--- src/rtl/pipeline_stage_register.sv ---
// Pipeline stage register with a valid/ready handshake, flush and a saturating stall counter. Latency is 1 cycle.
// Optional skid buffer (PIPELINE_STAGE_REGISTER_SKID_EN) registers in_ready; otherwise in_ready follows out_ready combinationally.
module pipeline_stage_register #(
  parameter int DATA_WIDTH = 32,
  parameter int CNT_WIDTH  = 16
) (
  input  logic                  clk,
  input  logic                  reset,
  input  logic                  flush,
  input  logic                  in_valid,
  output logic                  in_ready,
  input  logic [DATA_WIDTH-1:0] in_data,
  output logic                  out_valid,
  input  logic                  out_ready,
  output logic [DATA_WIDTH-1:0] out_data,
  output logic [CNT_WIDTH-1:0]  stall_count
);

  logic                  main_valid;
  logic [DATA_WIDTH-1:0] main_data;
  logic                  in_fire;
  logic                  out_fire;

  assign in_fire   = in_valid && in_ready;
  assign out_fire  = main_valid && out_ready;
  assign out_valid = main_valid;
  assign out_data  = main_data;

`ifdef PIPELINE_STAGE_REGISTER_SKID_EN
  logic                  skid_valid;
  logic [DATA_WIDTH-1:0] skid_data;

  // Ready depends only on skid occupancy, so out_ready never reaches in_ready.
  assign in_ready = !reset && !skid_valid;

  always_ff @(posedge clk) begin
    if (reset) begin
      main_valid <= 1'b0;
      main_data  <= '0;
      skid_valid <= 1'b0;
      skid_data  <= '0;
    end else if (flush) begin
      main_valid <= 1'b0;
      skid_valid <= 1'b0;
    end else if (!main_valid) begin
      if (in_fire) begin
        main_valid <= 1'b1;
        main_data  <= in_data;
      end
    end else if (!skid_valid) begin
      if (in_fire && out_fire) begin
        main_data <= in_data;
      end else if (in_fire) begin
        skid_valid <= 1'b1;
        skid_data  <= in_data;
      end else if (out_fire) begin
        main_valid <= 1'b0;
      end
    end else if (out_fire) begin
      main_data  <= skid_data;
      skid_valid <= 1'b0;
    end
  end
`else
  assign in_ready = !reset && (!main_valid || out_ready);

  always_ff @(posedge clk) begin
    if (reset) begin
      main_valid <= 1'b0;
      main_data  <= '0;
    end else if (flush) begin
      main_valid <= 1'b0;
    end else if (in_fire) begin
      main_valid <= 1'b1;
      main_data  <= in_data;
    end else if (out_fire) begin
      main_valid <= 1'b0;
    end
  end
`endif

  // Counts stalled cycles regardless of flush; saturates instead of wrapping.
  always_ff @(posedge clk) begin
    if (reset) begin
      stall_count <= '0;
    end else if (main_valid && !out_ready && (stall_count != {CNT_WIDTH{1'b1}})) begin
      stall_count <= stall_count + 1'b1;
    end
  end

endmodule

--- config.mk ---
export PLATFORM = sky130hd
export DESIGN_NAME = pipeline_stage_register
export DESIGN_NICKNAME = d
export VERILOG_FILES = /design/src/rtl/pipeline_stage_register.sv
export SDC_FILE = /design/constraint.sdc
export NUM_CORES = 1
export LEC_CHECK = 0
export CAP_MARGIN = 20
export CORE_ASPECT_RATIO = 1.5
export CORE_MARGIN = 5
export CORE_UTILIZATION = 34
export DETAILED_ROUTE_END_ITERATION = 6
export PLACE_DENSITY = 0.7
export SLEW_MARGIN = 20
export SYNTH_ARGS = -nofsm -noshare
export SYNTH_HDL_FRONTEND = slang
export SYNTH_SLANG_ARGS = --single-unit
--- constraint.sdc ---
create_clock -name clk -period 2.1 [get_ports clk]
set_clock_uncertainty 0.2 [all_clocks]
set_input_delay 0.42 -clock clk [delete_from_list [all_inputs] [get_ports clk]]
set_output_delay 0.42 -clock clk [all_outputs]
set_load 0.02 [all_outputs]
==> results.py <==
metrics = {
    "outcome": {
        "status": "completed",
    },
    "min_path": {
        "hold_class": "reg2reg",
        "min_path_cells": 2,
        "holdPathEnd": "out_data[31]",
        "hp-start": "out_data[31]",
    },
    "logic_synthesis": {
        "yosysUniqueCellTypes": 33,
        "synthTopCellsByArea": "dfxtp_1, nand2_1, a21oi_1, clkbuf_1, mux2_2",
        "yosys_register_bits": 49,
        "synth_top_area_share_pct": 50.0,
        "syn_nets": 281,
        "async_reset_ff_share_pct": 0,
        "ys_warn_count": 0,
        "ys_seq_area_share_pct": 50.0,
        "syn_avg_cell_area_um2": 8.08,
        "yosys_most_used_dff": "dfxtp_1",
        "syn-instance-count": 243,
        "synth_common_cells": "nand2_1, dfxtp_1, a21oi_1, clkbuf_1, nand4_1",
        "synth_edf_count": 0,
        "yosysMostFrequentCell": "nand2_1",
        "syn-cell-area_mm2": 0.00196,
        "synth_top_area_cell": "dfxtp_1",
    },
    "route": {
        "viasPerCell": 4.84,
        "met2_length_um": 3050,
        "wl_met3_um": 357,
        "drtIter0Drc": 101,
        "top_layer": "met4",
        "wire_per_inst_um": 13.6,
        "wl_um": 5630,
        "drc_errors": 0,
        "detail-route-antenna-nets": 0,
        "m1WireLength_um": 2180,
        "dr.pass1.iters": 4,
        "via_count": 2005,
    },
    "critical_path": {
        "reg2reg_from": "stall_count[8]",
        "r2r_slack_ns": 0.10,
        "crit_fanout": 8,
        "cp.required_ns": 1.48,
        "slowest_delay_ns": 0.67,
        "start_kind": "flip-flop",
        "cpLargestDelayFamily": "buffers and inverters",
        "crit_slowest_cell": "clkdlybuf4s50_1",
        "critPathKind": "reg2out",
        "worst-path-buf-inv": 1,
        "rr_endpoint": "stall_count[0]",
        "critPathArrivalTime_ns": 1.45,
        "end_kind": "output pin",
        "cp_cell_sequence": "clkdlybuf4s50_1",
        "rr_worst_depth": 5,
    },
    "sta": {
        "timing.fmax_ghz": 0.482,
        "setup_viol": 0,
        "rsz0062_at_grt": "false",
        "worst_pin_slew_ns": 0.346,
        "slew_violations": 0,
        "hold_viol_final": 0,
        "post-route-period-util_pct": 98.8,
        "maxSlewHeadroom_pct": 76.9,
        "setup_ws_ns": 0.0253,
        "period_minus_slack_ns": 2.07,
    },
    "layout": {
        "nFillCells": 563,
        "multi_input_area_um2": 936,
        "synthToLayoutAreaGrowth_pct": 59.1,
        "final_cell_area_mm2": 0.00312,
        "layout.cells.non_filler": 414,
        "seq_area_um2": 982,
        "n_antenna_cell": 0,
        "drive_gt1_share_pct": 12.6,
        "layout.nets": 380,
    },
    "global_routing": {
        "grt_overflow": 0,
        "grt_first_pass_wirelength_um": 8990,
        "grt_pass1_vias": 1916,
        "grtUsageTotal_pct": 15.1,
        "grt_max_degree": 35,
        "antenna_found_initial": 0,
    },
    "placed_design": {
        "place_area_mm2": 0.00302,
        "portBuffers": 86,
        "dp_slack_ns": -0.455,
        "hpwlAfterDp_um": 4190,
        "place_congestion": 0.811,
        "place_inst": 406,
    },
    "clocking": {
        "insertion_delay_ns": 0.29,
        "clkTransAtPathRegs_ns": 0.09,
        "holdBufCountCts": 0,
        "htree_num_levels": 2,
        "cts-root-buf": "clkbuf_8",
        "numCtsBuffers": 5,
        "clock_sinks": 49,
        "cts_tree": "yes",
        "clk_path_buf_depth": 2,
    },
    "floorplan": {
        "pin_count": 87,
        "initial_core_util_pct": 34.4,
        "core_mm2": 0.00570,
        "die_w_um": 72.0,
        "die_area_mm2": 0.00742,
        "fp-row-count": 34,
        "die_h_um": 103,
    },
    "flow_run": {
        "max_cap_violations": 0,
    },
    "pwr": {
        "peakVddDrop_mv": 0.372,
        "power_density_mw_per_mm2": 555,
        "p_leak_nw": 1.09,
    },
}
==> placed cells by master, fill, tap and decap left out, drive strengths merged <==
cell type      Yosys  final
a21oi             42     42
a311oi             1      1
and2b              1      1
and3               2      2
and4b              1      1
buf                2     21
clkbuf            12      7
clkdlybuf4s50      0     82
dfxtp             49     49
dlygate4sd2        0      2
dlymetal6s2s       0      1
ha                 1      1
inv                3      3
mux2               4      4
mux2i              1      1
nand2             72     72
nand2b             1      1
nand3              3      3
nand4              7      7
nor2               6      6
nor2b              5      5
nor3               2      2
nor4               5      5
nor4b              1      1
o21ai              5      5
o311ai             1      1
o31ai              5      5
o41ai              1      1
or2                1      1
or3                2      2
or3b               1      1
or4                5      5
or4b               1      1
==> metrics by stage <==
step / power, mW / utilization (%) / hold WS (ns) / TNS (ns)
floorplan: 1.07 / - / 0.297 / 0
global placement: 1.20 / 52.9 / 0.240 / -12.30
detailed placement: 1.21 / 52.9 / 0.246 / -13.10
CTS: 1.76 / 54.7 / 0.258 / 0
global route: 1.81 / 54.8 / 0.274 / 0
finish: 1.73 / 54.8 / 0.255 / 0
==> cells by family after synthesis <==
family / count (synthesis) / share of synthesized area, %
flops: 49 / 50.0
compound gates: 55 / 15.2
fa+ha+maj: 1 / 0.637
buf+inv: 17 / 3.31
simple gates: 116 / 28.0
mux: 5 / 2.80
==> state kept, by name, indices dropped and copies added, names as in the netlist <==
register	count
out_data	32
out_valid	1
stall_count	16
==> metal layers <==
layer / up-vias / GRT usage, %
li1: 1034 / -
met1: 913 / 16.5
met2: 56 / 28.5
met3: 2 / 3.80
met4: 0 / 4.49
met5: - / 0
==> area by class of cell <==
class | instances | share of cell area [%]
Timing Repair Buffer | 106 | 32.6
Tap cell | 72 | 2.88
Inverter | 3 | 0.360
Sequential cell | 49 | 31.4
Clock buffer | 7 | 2.76
Multi-Input combinational cell | 177 | 30.0
==> what timing repair did <==
item | in CTS | in global routing
setup buffers | 1 | 0
resized for setup | 5 | 3
endpoints found under the setup margin | 11 | 3
cloned | 0 | 0
==> where the power goes <==
group	switching [mW]	leakage, nW	internal (mW)
Clock	0.290	0.0443	0.262
Combinational	0.0987	0.651	0.121
Sequential	0.0111	0.398	0.950
==> worst min-delay path: stages, from the launching register on <==
cell     delay (ns)
dfxtp_1        0.31
nand2_1        0.05
a21oi_1        0.05
==> worst max-delay path by stage <==
stage                       to      startpoint  cells after the start
2_1_floorplan  stall_count[15]  stall_count[0]                      5
3_3_place_gp    stall_count[8]       out_ready                      5
3_5_place_dp   stall_count[14]       out_ready                      5
4_1_cts         stall_count[2]  stall_count[2]                      2
5_1_grt         stall_count[2]  stall_count[1]                      6
6_report        stall_count[8]  stall_count[8]                      1
Note: power is estimated with default switching activity, not from simulation.
